--- src/rtl/truth_table_probe_if.sv ---
// Handshake/bus bundle between the truth-table probe and its bench side.
// slave = probe, master = bench driving start/expected and the gate output.
interface truth_table_probe_if;
  logic       start;
  logic [7:0] expected;
  logic       probe_out;
  logic [2:0] probe_in;
  logic       busy;
  logic       done;
  logic [7:0] table_out;
  logic       match;

  modport master (
    output start, expected, probe_out,
    input  probe_in, busy, done, table_out, match
  );

  modport slave (
    input  start, expected, probe_out,
    output probe_in, busy, done, table_out, match
  );
endinterface

--- src/rtl/truth_table_probe.sv ---
// Steps a 3-input gate through all 8 vectors and assembles its truth table.
// Optional TRUTH_PROBE_SYNC_EN adds a 2-flop synchronizer on probe_out.
module truth_table_probe #(
  parameter int unsigned SETTLE_CYCLES = 4
) (
  input logic              clk,
  input logic              rst,
  truth_table_probe_if.slave bus
);

  typedef enum logic [1:0] {
    IDLE,
    DRIVE,
    SAMPLE,
    DONE
  } state_e;

`ifdef TRUTH_PROBE_SYNC_EN
  localparam int unsigned DriveLen = SETTLE_CYCLES + 2;
`else
  localparam int unsigned DriveLen = SETTLE_CYCLES;
`endif
  localparam logic [8:0] LastCnt = 9'(DriveLen - 1);

  state_e     state_q, state_d;
  logic [2:0] idx_q, idx_d;
  logic [8:0] cnt_q, cnt_d;
  logic [7:0] shift_q, shift_d;
  logic [7:0] table_q, table_d;
  logic       match_q, match_d;
  logic       sample_bit;

`ifdef TRUTH_PROBE_SYNC_EN
  logic sync1_q, sync1_d;
  logic sync2_q, sync2_d;

  always_comb begin
    sync1_d = bus.probe_out;
    sync2_d = sync1_q;
  end

  always_ff @(posedge clk) begin
    if (rst) begin
      sync1_q <= 1'b0;
      sync2_q <= 1'b0;
    end else begin
      sync1_q <= sync1_d;
      sync2_q <= sync2_d;
    end
  end

  assign sample_bit = sync2_q;
`else
  assign sample_bit = bus.probe_out;
`endif

  always_ff @(posedge clk) begin
    if (rst) begin
      state_q <= IDLE;
      idx_q   <= '0;
      cnt_q   <= '0;
      shift_q <= '0;
      table_q <= '0;
      match_q <= 1'b0;
    end else begin
      state_q <= state_d;
      idx_q   <= idx_d;
      cnt_q   <= cnt_d;
      shift_q <= shift_d;
      table_q <= table_d;
      match_q <= match_d;
    end
  end

  always_comb begin
    state_d = state_q;
    unique case (state_q)
      IDLE:   if (bus.start) state_d = DRIVE;
      DRIVE:  if (cnt_q == LastCnt) state_d = SAMPLE;
      SAMPLE: state_d = (idx_q == 3'd7) ? DONE : DRIVE;
      DONE:   state_d = IDLE;
    endcase
  end

  always_comb begin
    idx_d   = idx_q;
    cnt_d   = cnt_q;
    shift_d = shift_q;
    table_d = table_q;
    match_d = match_q;
    unique case (state_q)
      IDLE: begin
        if (bus.start) begin
          idx_d   = '0;
          cnt_d   = '0;
          shift_d = '0;
        end
      end
      DRIVE: cnt_d = cnt_q + 9'd1;
      SAMPLE: begin
        // vector 000 lands in the MSB
        shift_d[3'd7 - idx_q] = sample_bit;
        cnt_d = '0;
        if (idx_q != 3'd7) idx_d = idx_q + 3'd1;
      end
      DONE: begin
        table_d = shift_q;
        match_d = (shift_q == bus.expected);
      end
    endcase
  end

  // Results are visible during the done cycle and then held by the flops.
  always_comb begin
    bus.probe_in  = idx_q;
    bus.busy      = (state_q != IDLE);
    bus.done      = (state_q == DONE);
    bus.table_out = (state_q == DONE) ? shift_q : table_q;
    bus.match     = (state_q == DONE) ? (shift_q == bus.expected)
                                      : match_q;
  end

endmodule

--- src/flat_wrapper.sv ---
// flat-port wrapper written by rule: the top's interface ports become plain ports
module truth_table_probe_flat 
#(
  parameter int unsigned SETTLE_CYCLES = 4
)
  (clk, rst, bus_start, bus_expected, bus_probe_out, bus_probe_in, bus_busy, bus_done, bus_table_out, bus_match);
  truth_table_probe_if bus_i ();
  input logic clk;
  input logic rst;
  input wire logic [$bits(bus_i.start)-1:0] bus_start;
  input wire logic [$bits(bus_i.expected)-1:0] bus_expected;
  input wire logic [$bits(bus_i.probe_out)-1:0] bus_probe_out;
  output wire logic [$bits(bus_i.probe_in)-1:0] bus_probe_in;
  output wire logic [$bits(bus_i.busy)-1:0] bus_busy;
  output wire logic [$bits(bus_i.done)-1:0] bus_done;
  output wire logic [$bits(bus_i.table_out)-1:0] bus_table_out;
  output wire logic [$bits(bus_i.match)-1:0] bus_match;
  assign bus_i.start = bus_start;
  assign bus_i.expected = bus_expected;
  assign bus_i.probe_out = bus_probe_out;
  assign bus_probe_in = bus_i.probe_in;
  assign bus_busy = bus_i.busy;
  assign bus_done = bus_i.done;
  assign bus_table_out = bus_i.table_out;
  assign bus_match = bus_i.match;
  truth_table_probe #(.SETTLE_CYCLES(SETTLE_CYCLES)) u_core (.clk(clk), .rst(rst), .bus(bus_i));
endmodule
--- config.mk ---
export PLATFORM = sky130hd
export DESIGN_NAME = truth_table_probe_flat
export DESIGN_NICKNAME = d
export VERILOG_FILES = /design/src/rtl/truth_table_probe_if.sv /design/src/rtl/truth_table_probe.sv /design/src/flat_wrapper.sv
export SDC_FILE = /design/constraint.sdc
export NUM_CORES = 1
export LEC_CHECK = 0
export ABC_AREA = 0
export CAP_MARGIN = 20
export CELL_PAD_IN_SITES_DETAIL_PLACEMENT = 1
export CELL_PAD_IN_SITES_GLOBAL_PLACEMENT = 1
export CORE_MARGIN = 2
export CORE_UTILIZATION = 40
export CTS_BUF_LIST = sky130_fd_sc_hd__clkbuf_4 sky130_fd_sc_hd__clkbuf_8 sky130_fd_sc_hd__clkbuf_16
export DETAILED_ROUTE_END_ITERATION = 12
export PLACE_DENSITY = 0.88
export SLEW_MARGIN = 10
export SYNTH_ARGS = -nofsm -noshare
export SYNTH_HDL_FRONTEND = slang
export SYNTH_SLANG_ARGS = --single-unit
--- constraint.sdc ---
create_clock -name clk -period 2.6 [get_ports clk]
set_input_delay 0.26 -clock clk [delete_from_list [all_inputs] [get_ports clk]]
set_output_delay 0.26 -clock clk [all_outputs]
set_load 0.005 [all_outputs]
* Word level (Yosys, flattened, before mapping)
Index checks and enable logic that the tools add are counted.
** Storage, ports and cells
- Register bits after elaboration :: 31
- Word-level logic and storage cells :: 46
** Operators by class
- Reduce and logical (&&, ||, !) cells :: 9
- Eq/ne operators :: 10
- Muxes and demuxes :: 16
- Add/subtract/negate cells :: 3
- $lt $le $gt $ge :: 2
** Operators by type and width (count)
- case mux 9 bit (3 select lines) :: 1
- 2-to-1 mux 8 bit :: 2
- case mux 8 bit (2 select lines) :: 1
- adder 9 x 1 -> 9 bit, second input constant :: 1
- == test 9 x 2 -> 1 bit, second input constant :: 1
- 2-to-1 mux 9 bit :: 1
- bitwise mux 8 bit :: 1
- == test 8 bit :: 1
- case mux 2 bit (4 select lines) :: 1
- 2-to-1 mux 2 bit :: 3
- 2-to-1 mux 3 bit :: 2
- case mux 3 bit (2 select lines) :: 1
- AND reduction 2 bit :: 3
- == test 2 bit, second input constant :: 2
- less-than comparator 3 x 4 -> 1 bit, second input constant :: 1
- inequality test 2 x 1 -> 1 bit, second input constant :: 2
- nonzero test 2 bit :: 2
- adder 3 x 1 -> 3 bit, second input constant :: 1
- demux 1 bit (select 3 bit) :: 1
- == test 3 bit, second input constant :: 1
- >= comparator 3 x 1 -> 1 bit, second input constant :: 1
- inequality test 3 bit, second input constant :: 1
- AND reduction 3 bit :: 1
- nonzero test 3 bit :: 1
- other kinds (6) :: 7

* Longest topological paths before layout
Gate-level depths: netlist of run 1.
- Depth after elaboration :: 7
- Mapped depth :: 6

* Least setup slack after synthesis of run 1
No wires, ideal clock.
- Kind :: reg-to-output
- From :: reg u_core.state_q[0]
- To :: out bus_table_out[2]
- Arrival :: 1.067 ns
- Stages on the path, launching flop included :: 4
- Slack :: 1.273 ns
- Path buffers :: 1
- Cell sequence :: dfxtp_1 > nand2_1 > buf_2 > mux2_2
** Between the ends
- Longest elaborated chain between the ends :: 2
** RTL lines
- from (decl) :: RTL line truth_table_probe.sv:25 : state_e state_q, state_d;
- from (signal assigned) :: RTL line truth_table_probe.sv:66 : state_q <= state_d;
- == test 2 bit :: RTL line truth_table_probe.sv:118 : bus.table_out = (state_q == DONE) ? shift_q : table_q;
- 2-to-1 mux 8 bit
- to (decl) :: RTL line flat_wrapper.sv:16 : output wire logic [$bits(bus_i.table_out)-1:0] bus_table_out;
Every way passes these cells.

* Worst setup path after layout of run 1
- From :: in bus_expected[2]
- To :: out bus_match
** Between the ends
- Longest elaborated chain between the ends :: 2
** RTL lines
- from (decl) :: RTL line flat_wrapper.sv:11 : input wire logic [$bits(bus_i.expected)-1:0] bus_expected;
- == test 8 bit :: RTL line truth_table_probe.sv:119 : bus.match = (state_q == DONE) ? (shift_q == bus.expected)
- 2-to-1 mux 1 bit :: RTL line truth_table_probe.sv:119
- to (decl) :: RTL line flat_wrapper.sv:17 : output wire logic [$bits(bus_i.match)-1:0] bus_match;
Every way passes these cells.

==> results of run 1 <==
metal layers:
layer | share of wire | vias to the layer above
li1 | - | 712
met1 | 0.43 | 731
met2 | 0.52 | 31
met3 | 0.035 | 9
met4 | 0.020 | 0
met5 | 0 | -
cell usage after synthesis, drive strengths merged, types with 4 or more instances:
| cell type | n |
|---|---|
| a21oi | 21 |
| a22oi | 4 |
| a31oi | 5 |
| clkbuf | 7 |
| dfxtp | 31 |
| mux2 | 9 |
| nand2 | 12 |
| nand3 | 6 |
| nor2 | 16 |
| nor2b | 15 |
| o21ai | 14 |
| xor2 | 6 |
state kept, by name, summed over array words and instances, names as in the netlist:
| signal | cells |
|---|---|
| u_core.bus.probe_in | 3 |
| u_core.table_q | 8 |
| u_core.match_q | 1 |
| u_core.state_q | 2 |
| u_core.shift_q | 8 |
| u_core.cnt_q | 9 |
per-stage QoR:
step / hold slack (ps) / power [mW] / worst slack, ps / util / std cells
after CTS: 522 / 1.06 / 399 / 0.535 / 258
final: 519 / 1.06 / 417 / 0.535 / 258
after floorplan: 470 / 0.534 / 1270 / - / 182
after global routing: 552 / 1.09 / 273 / 0.535 / 258
after global placement: 489 / 0.565 / 516 / 0.503 / 250
after detailed placement: 507 / 0.569 / 425 / 0.503 / 250
critical path: cells and delay by family:
family | cells | cell delay, ps
xor gates and xnor gates | 1 | 130
buffers and inverters | 2 | 980
and+or+nand+nor | 2 | 340
AOI/OAI and AO/OA | 1 | 220
power by group:
part,total (mW),switching [mW],internal [mW]
clock network,0.497,0.187,0.310
logic,0.0799,0.0440,0.0359
registers,0.480,0.00206,0.478
total,1.06,0.233,0.823
cell families (layout without fill, tap and decap cells):
group / Yosys count / after routing
xor+xnor: 9 / 9
mux: 9 / 9
fa+ha+maj: 3 / 3
simple gates: 67 / 67
flops: 31 / 31
buf+inv: 11 / 39
compound gates: 52 / 52
layout make-up:
class / instances / area share
well taps: 48 / 0.0304
repair buffers: 30 / 0.146
flip-flops and latches: 31 / 0.315
inverters: 1 / 0.00190
clock inverters: 2 / 0.0178
clock buffers: 6 / 0.0419
multi-input cells: 140 / 0.448
path summary, 6_finish.rpt:
kind                               start                     end  slack [ps]
setup / recovery         bus_expected[2]               bus_match         420
hold / removal         u_core.shift_q[7]       u_core.shift_q[7]         520
setup reg to reg  u_core.bus.probe_in[1]  u_core.bus.probe_in[0]         870
hold reg to reg        u_core.shift_q[7]       u_core.shift_q[7]         520
==> results.yml, run 1 <==
logic_synthesis:
  syn-mean-instance-area_um2: 8.51
  synth_adder_area_share: 0.0242
  netlist.area_leader.share: 0.401
  synth_edf_count: 0
  synth_fp_nets: 197
  post_synth_main_area_contributors: "dfxtp_1, a21oi_1, mux2_2"
  yosys.cell_types.count: 34
  yosys.area_share.simple: 0.229
  netlist.top_cell.by_area: "dfxtp_1"
  synthMuxAreaShare: 0.0654
  ys_dominant_reg_cell: "dfxtp_1"
  dominant_combinational_cell_family_by_area_after_synthesis: "simple AND/OR/NAND/NOR gates"
  synth-seq-cells: 31
  synth_xor_xnor_area_share: 0.0509
  synth_async_sr_flop_share: 0
  seq_area_frac_synth: 0.401
  syn-cell-area_um2: 1550
  synth-compound-area-share: 0.200
  yosys_warnings: 0
  mapped_cells: 182
clock_network:
  clkSlewWorstSetupHoldPaths_ps: 60
  numClockSinks: 31
  cts-root-to-sink-buffers: 2
  clock_latency_ps: 290
  post_cts_buffers: 0
  clock_tree_from_tritoncts: "built"
  number_of_hold_buffers_added_after_cts: 0
  cts_buffers: 5
  cts_htree_levels: 2
  root_buffer: "clkbuf_8"
  cts-resized-gates: 0
grt:
  grt_most_used_layer: "met2"
  track_usage: 0.221
  overflow: 0
  grt_pass1_wl_mm: 7.31
  number_of_global_route_vias_before_repair: 1549
  antenna_found_initial: 0
  routing_usage_on_met2: 0.381
  grt_util_met3: 0.0545
  globalRouteMet1Util: 0.256
  grt_start_max_net_pins: 33
worst_setup_path:
  cell_by_cell_trace_of_the_critical_path: "clkdlybuf4s50_1 > xnor2_1 > nand3_1 > nor3_1 > a32o_1 > clkdlybuf4s50_1"
  slowest_stage: "clkdlybuf4s50_1"
  cp_slowest_stage_delay_ps: 500
  reg2regPathDepth: 6
  critPathMostFrequentCell: "clkdlybuf4s50_1"
  endpoint_kind: "primary output"
  path_max_fanout: 2
  timing.critical_path.from_type: "input port"
  worst_ep_required_time_ps: 2340
  timing_worst_setup_path_type: "input port to primary output"
  critPathArrivalTime_ps: 1920
placement:
  routabilityCongestion: 0.819
  numPortBuffers: 25
  placed_area_um2: 1860
  detailed_place_hpwl_mm: 3.09
layout:
  nNetsFinal: 224
  mostFrequentLayoutCell: "dfxtp_1"
  layout.cell_area.non_filler_um2: 1970
  final_layout_size_suffix_gt1_frac: 0.114
  fillerInstances: 461
  diodes: 0
  area_of_the_multi_input_gates_um2: 883
  most-common-layout-cells: "dfxtp_1, clkdlybuf4s50_1, a21oi_1, nor2_1, nor2b_1"
  syn2layout_area_growth_pct: 27.4
  area.sequential_um2: 621
status:
  run_status: "finished, final reports clean"
sta:
  max_clock_freq_ghz: 0.458
  hold_viol: 0
  fin_skew_ps: 4.08
  tns_ps: 0
  max_slew_margin: 0.567
  final_number_of_max_transition_violations: 0
  period_share: 0.839
  setup_violations: 0
  rsz0062_at_grt: "false"
  layout_min_cycle_time_ps: 2180
  worst_slew_pin_slew_ps: 649
detailed_routing:
  detail-route-antenna-nets: 0
  drt-wirelength-per-cell_um: 17.4
  routed_via_density: 5.75
  drt-total-wl_mm: 4.50
  post-route-drc-count: 0
  dr.first_iter.drc_count: 31
  detailedRoute.firstPassIterationCount: 4
  vias: 1483
floorplanning:
  floorplan.die.height_um: 66.2
  num_rows: 22
  floorplan.initialDensity: 0.420
  die_outline_width_um: 66.2
  fp.dieArea_um2: 4390
  core_area_um2: 3690
  design.portCount: 26
power_and_ir_drop:
  power.leakage_nw: 0.760
  vdd_ir_drop_max_mv: 0.242
  power-per-cell-area_nw_per_um2: 535
worst_hold_path:
  worstHoldPathCells: 2
  worst_hold_path_type: "flip-flop to flip-flop"
run:
  maxCapViolations: 0
Note: power is estimated with default switching activity, not from simulation.
==> run 2: changes to the inputs <==
--- a/config.mk
+++ b/config.mk
@@ -10,10 +10,10 @@
 export CELL_PAD_IN_SITES_DETAIL_PLACEMENT = 1
 export CELL_PAD_IN_SITES_GLOBAL_PLACEMENT = 1
 export CORE_MARGIN = 2
-export CORE_UTILIZATION = 40
+export CORE_UTILIZATION = 35
 export CTS_BUF_LIST = sky130_fd_sc_hd__clkbuf_4 sky130_fd_sc_hd__clkbuf_8 sky130_fd_sc_hd__clkbuf_16
 export DETAILED_ROUTE_END_ITERATION = 12
-export PLACE_DENSITY = 0.88
+export PLACE_DENSITY = 0.82
 export SLEW_MARGIN = 10
 export SYNTH_ARGS = -nofsm -noshare
 export SYNTH_HDL_FRONTEND = slang
==> constraint.sdc (replaced) <==
create_clock -name clk -period 1.8 [get_ports clk]
set_input_delay 0.18 -clock clk [delete_from_list [all_inputs] [get_ports clk]]
set_output_delay 0.18 -clock clk [all_outputs]
set_load 0.005 [all_outputs]
==> run 2 against run 1 <==
Against the previous run: critical path depth is 3 lower; via count is 0.47% lower; register-to-register slack worse by 620 ps; wire length is 3.7% lower; worst setup slack worse by 370 ps; flip-flop and latch count stayed put; largest cell class unchanged.
==> results.yml, run 2 (same netlist as run 1, synthesis figures left out) <==
floorplanning:
  die_outline_width_um: 70.5
  fp.dieArea_um2: 4970
  core_area_um2: 4290
  floorplan.initialDensity: 0.361
  floorplan.die.height_um: 70.5
  num_rows: 24
  design.portCount: 26
clock_network:
  clkSlewWorstSetupHoldPaths_ps: 60
  cts_htree_levels: 2
  cts-root-to-sink-buffers: 2
  numClockSinks: 31
  root_buffer: "clkbuf_8"
  cts_buffers: 5
  clock_latency_ps: 290
  clock_tree_from_tritoncts: "built"
  number_of_hold_buffers_added_after_cts: 0
power_and_ir_drop:
  report.power.total_mw: 1.44
  power-per-cell-area_nw_per_um2: 695
  vdd_ir_drop_max_mv: 0.452
  power.leakage_nw: 0.922
detailed_routing:
  drt-wirelength-per-cell_um: 16.0
  drt-total-wl_mm: 4.33
  routed_via_density: 5.45
  vias: 1476
  post-route-drc-count: 0
  detailedRoute.firstPassIterationCount: 4
  detail-route-antenna-nets: 0
  dr.first_iter.drc_count: 47
sta:
  hold_viol: 0
  max_clock_freq_ghz: 0.571
  max_slew_margin: 0.697
  worst_slew_pin_slew_ps: 454
  period_share: 0.974
  fin_skew_ps: 6.33
  setup_violations: 0
  final_number_of_max_transition_violations: 0
  layout_min_cycle_time_ps: 1750
  rsz0062_at_grt: "true"
layout:
  layout.cell_area.non_filler_um2: 2070
  largest_registers: "u_core.cnt_q x9, u_core.shift_q x8, u_core.table_q x8"
  final_layout_size_suffix_gt1_frac: 0.174
  registers.top_by_ff_count: "u_core.cnt_q"
  diodes: 0
  most-common-layout-cells: "dfxtp_1, a21oi_1, nor2_1, clkdlybuf4s50_1, nor2b_1"
  nNetsFinal: 233
  syn2layout_area_growth_pct: 33.7
  mostFrequentLayoutCell: "dfxtp_1"
  max_ffs_per_register: 9
worst_setup_path:
  endpoint_kind: "primary output"
  timing.critical_path.from_type: "flip-flop"
  critPathArrivalTime_ps: 1570
  path_max_fanout: 16
  worst_ep_required_time_ps: 1620
  timing_worst_setup_path_type: "flip-flop to primary output"
grt:
  grt_start_max_net_pins: 31
  track_usage: 0.188
  grt_pass1_wl_mm: 7.42
  overflow: 0
  number_of_global_route_vias_before_repair: 1537
  antenna_found_initial: 0
run:
  maxCapViolations: 0
placement:
  routabilityCongestion: 0.742
  numPortBuffers: 25
  placed_area_um2: 1910
  detailed_place_hpwl_mm: 3.07
status:
  run_status: "finished, final reports clean"
worst_hold_path:
  worst_hold_path_type: "flip-flop to flip-flop"
run 2: cell types whose count changed in the layout (fill, tap and decap cells not counted), sizes merged:
| cell | before | now |
|---|---|---|
| clkinv | 1 | 0 |
| bufinv | 1 | 0 |
| dlygate4sd2 | 0 | 4 |
| clkdlybuf4s50 | 25 | 16 |
| dlymetal6s2s | 0 | 5 |
| clkbuf | 6 | 8 |
| buf | 5 | 14 |
run 2: critical path: stages, from the launching register on:
cell and delay, ps:
dfxtp_1 320, buf_4 190, or2_2 330, clkdlybuf4s50_1 450
run 2: worst paths after layout:
kind         slack (ps)                end  depth (start not counted)              start
max                  50           bus_busy                          3  u_core.state_q[1]
min reg2reg         500  u_core.shift_q[5]                          2  u_core.shift_q[5]
min                 500  u_core.shift_q[5]                          2  u_core.shift_q[5]
max reg2reg         250  u_core.shift_q[7]                          5  u_core.state_q[1]
run 2: repair_timing:
item                                    4_1_cts  5_1_grt
gates resized for setup                      10        6
pin swaps                                     4        1
endpoints found under the setup margin        9        6
buffers inserted                              4        0
run 2: power by group:
group | internal, mW | leakage, nW | switching, mW
sequential | 0.690 | 0.252 | 0.00327
clock | 0.364 | 0.0549 | 0.257
combinational | 0.0593 | 0.616 | 0.0645
run 2: cell type report:
| class | count | area, µm² |
|---|---|---|
| Tap cell | 52 | 65.1 |
| Sequential cell | 31 | 624 |
| Inverter | 1 | 3.75 |
| Multi-Input combinational cell | 140 | 891 |
| Fill cell | 516 | 2220 |
| Clock buffer | 8 | 104 |
| Timing Repair Buffer | 39 | 383 |
run 2: stage by stage:
| step | utilization | setup slack, ps | instances | setup TNS (ps) | hold WS (ps) |
|---|---|---|---|---|---|
| after detailed placement | 0.445 | -227 | 259 | -227 | 502 |
| after global routing | 0.482 | -24.4 | 271 | -24.4 | 529 |
| after global placement | 0.445 | -130 | 259 | -130 | 492 |
| after floorplan | - | 477 | 182 | 0 | 410 |
| after CTS | 0.479 | 1.87 | 271 | 0 | 497 |
| final | 0.482 | 47.4 | 271 | 0 | 499 |
run 2: routing by layer:
layer | part of all wire | global-route usage | vias up
met1 | 0.43 | 0.227 | 708
li1 | - | - | 727
met2 | 0.50 | 0.317 | 31
met4 | 0.023 | 0.0919 | 0
met5 | 0 | 0 | -
met3 | 0.043 | 0.0404 | 10
==> run 3: changes to the inputs <==
--- a/config.mk
+++ b/config.mk
@@ -6,14 +6,15 @@
 export NUM_CORES = 1
 export LEC_CHECK = 0
 export ABC_AREA = 0
-export CAP_MARGIN = 20
+export CAP_MARGIN = 10
 export CELL_PAD_IN_SITES_DETAIL_PLACEMENT = 1
 export CELL_PAD_IN_SITES_GLOBAL_PLACEMENT = 1
+export CORE_ASPECT_RATIO = 0.6
 export CORE_MARGIN = 2
-export CORE_UTILIZATION = 35
+export CORE_UTILIZATION = 39
 export CTS_BUF_LIST = sky130_fd_sc_hd__clkbuf_4 sky130_fd_sc_hd__clkbuf_8 sky130_fd_sc_hd__clkbuf_16
 export DETAILED_ROUTE_END_ITERATION = 12
-export PLACE_DENSITY = 0.82
+export PLACE_DENSITY = 0.86
 export SLEW_MARGIN = 10
 export SYNTH_ARGS = -nofsm -noshare
 export SYNTH_HDL_FRONTEND = slang
==> constraint.sdc (replaced) <==
create_clock -name clk -period 1.77 [get_ports clk]
set_input_delay 0.177 -clock clk [delete_from_list [all_inputs] [get_ports clk]]
set_output_delay 0.177 -clock clk [all_outputs]
set_load 0.005 [all_outputs]
==> run 3 against run 2 <==
Against the previous run: cell area increased by 1.8%; critical path depth increased by 1; utilization increased by 8.1 points; die area decreased by 9.4%; sequential share of layout area decreased by 0.40 points; worst setup slack got worse by 26 ps; flip-flop and latch count unchanged; combinational power increased by 13%.
==> results.yml, run 3 (same netlist as run 1, synthesis figures left out) <==
clock_network:
  clkSlewWorstSetupHoldPaths_ps: 60
  cts_htree_levels: 2
  number_of_hold_buffers_added_after_cts: 0
  clock_latency_ps: 290
  cts_buffers: 5
  root_buffer: "clkbuf_8"
  cts-root-to-sink-buffers: 2
  clock_tree_from_tritoncts: "built"
  numClockSinks: 31
sta:
  layout_min_cycle_time_ps: 1750
  rsz0062_at_grt: "true"
  worst_slew_pin_slew_ps: 468
  tns_ps: 0
  max_clock_freq_ghz: 0.572
  setup_violations: 0
  max_slew_margin: 0.688
  final_number_of_max_transition_violations: 0
  period_share: 0.988
  fin_skew_ps: 6.21
  hold_viol: 0
power_and_ir_drop:
  vdd_ir_drop_max_mv: 0.394
  power.net_switching_mw: 0.359
  swShare: 0.240
  power-per-cell-area_nw_per_um2: 709
  report.power.total_mw: 1.49
  power_frac_comb: 0.094
  power.leakage_nw: 0.921
  p_seq_frac: 0.473
  clkPwrFrac: 0.434
  intPower_mw: 1.13
worst_setup_path:
  timing_worst_setup_path_type: "flip-flop to primary output"
  cell_by_cell_trace_of_the_critical_path: "xor2_1 > nor3_4 > a32o_1 > dlygate4sd2_1"
  endpoint_kind: "primary output"
  worst_ep_required_time_ps: 1590
  worstReg2RegEnd: "u_core.cnt_q[8]"
  crit_path_start: "u_core.shift_q[1]"
  critPathArrivalTime_ps: 1570
  cp.buffers_inverters: 1
  reg2regPathDepth: 5
  rrSetupSlack_ps: 120
  slowest_stage: "dfxtp_1"
  path_max_fanout: 3
  reg2reg_from: "u_core.cnt_q[0]"
  path_delay_family: "flip-flops"
  cp-endpoint: "bus_match"
  cp_slowest_stage_delay_ps: 370
  timing.critical_path.from_type: "flip-flop"
  path_depth: 4
layout:
  max_ffs_per_register: 9
  largest_registers: "u_core.cnt_q x9, u_core.shift_q x8, u_core.table_q x8"
  finish.cell_count_without_fillers: 267
  nNetsFinal: 234
  registers.top_by_ff_count: "u_core.cnt_q"
  final_layout_size_suffix_gt1_frac: 0.209
  final_core_util: 0.563
  diodes: 0
  area_of_the_multi_input_gates_um2: 932
  area.sequential_um2: 627
  fillerInstances: 457
  mostFrequentLayoutCell: "dfxtp_1"
  syn2layout_area_growth_pct: 36.0
  most-common-layout-cells: "dfxtp_1, a21oi_1, nor2_1, nor2b_1, o21ai_0"
floorplanning:
  design.portCount: 26
  floorplan.initialDensity: 0.414
  floorplan.die.height_um: 52.8
  core_area_um2: 3740
  die_outline_width_um: 85.4
  num_rows: 17
  fp.dieArea_um2: 4510
detailed_routing:
  drt-total-wl_mm: 5.39
  routed_via_density: 5.96
  detail-route-antenna-nets: 0
  drt-wirelength-per-cell_um: 20.2
  post-route-drc-count: 0
  detailedRoute.firstPassIterationCount: 4
  dr.first_iter.drc_count: 61
  vias: 1590
placement:
  detailed_place_hpwl_mm: 3.05
  routabilityCongestion: 0.825
  numPortBuffers: 25
  placed_cell_count: 254
worst_hold_path:
  worst_hold_path_type: "flip-flop to flip-flop"
grt:
  grt_start_max_net_pins: 31
  overflow: 0
  track_usage: 0.225
  grt_pass1_wl_mm: 7.74
  antenna_found_initial: 0
  number_of_global_route_vias_before_repair: 1571
run:
  maxCapViolations: 0
status:
  run_status: "finished, final reports clean"
[run 3: changes by cell type in the layout (fill, tap and decap cells not counted), sizes merged]
| cell | before | now |
|---|---|---|
| buf | 14 | 15 |
| clkdlybuf4s50 | 16 | 12 |
| dlygate4sd2 | 4 | 9 |
| dlymetal6s2s | 5 | 4 |
[run 3: how the worst min path moves through the flow]
stage | startpoint | end | slack (ps) | depth (start not counted)
floorplan | rst | u_core.match_q | 410 | 2
global placement | u_core.cnt_q[7] | u_core.cnt_q[7] | 490 | 2
detailed placement | u_core.shift_q[2] | u_core.shift_q[2] | 500 | 2
CTS | u_core.shift_q[1] | u_core.shift_q[1] | 520 | 2
global route | u_core.shift_q[2] | u_core.shift_q[2] | 550 | 2
finish | u_core.shift_q[5] | u_core.shift_q[5] | 530 | 2
[run 3: per-layer routing]
layer  up-vias  share of wire  GRT usage
met3        17          0.051     0.0567
met1       783           0.44      0.276
li1        731              -          -
met5         -              0          0
met4         0          0.030     0.0767
met2        59           0.48      0.391
[run 3: power groups by stage]
stage | logic, mW | clock network, mW | registers, mW
5_1_grt | 0.151 | 0.688 | 0.706
6_report | 0.140 | 0.648 | 0.706
3_5_place_dp | 0.124 | 0 | 0.721
3_3_place_gp | 0.118 | 0 | 0.720
4_1_cts | 0.128 | 0.643 | 0.705
2_1_floorplan | 0.0621 | 0 | 0.722
[run 3: worst min-delay path: stages, from the launching register on]
cell and delay, ps:
dfxtp_2 350, o21ai_0 80, a21oi_1 70
[run 3: layout make-up]
| cell class | count | area share |
|---|---|---|
| multi-input combinational | 140 | 0.442 |
| sequential | 31 | 0.298 |
| timing repair buffer | 40 | 0.181 |
| clock buffer | 8 | 0.0493 |
| tap | 47 | 0.0279 |
| inverter | 1 | 0.00178 |
[run 3: per-stage QoR]
stage | setup slack, ps | hold slack (ps) | cell area, µm²
floorplan | 447 | 407 | 1550
finish | 21.1 | 534 | 2110
global placement | -169 | 492 | 1900
CTS | 9.56 | 520 | 2050
global route | -24.9 | 555 | 2110
detailed placement | -251 | 499 | 1900
[run 3: what timing repair did]
item / in CTS / in global routing
buffers inserted: 5 / 0
hold endpoints to repair: 0 / 0
pin swaps: 5 / 4
endpoints found under the setup margin: 9 / 3
gates resized for setup: 14 / 14
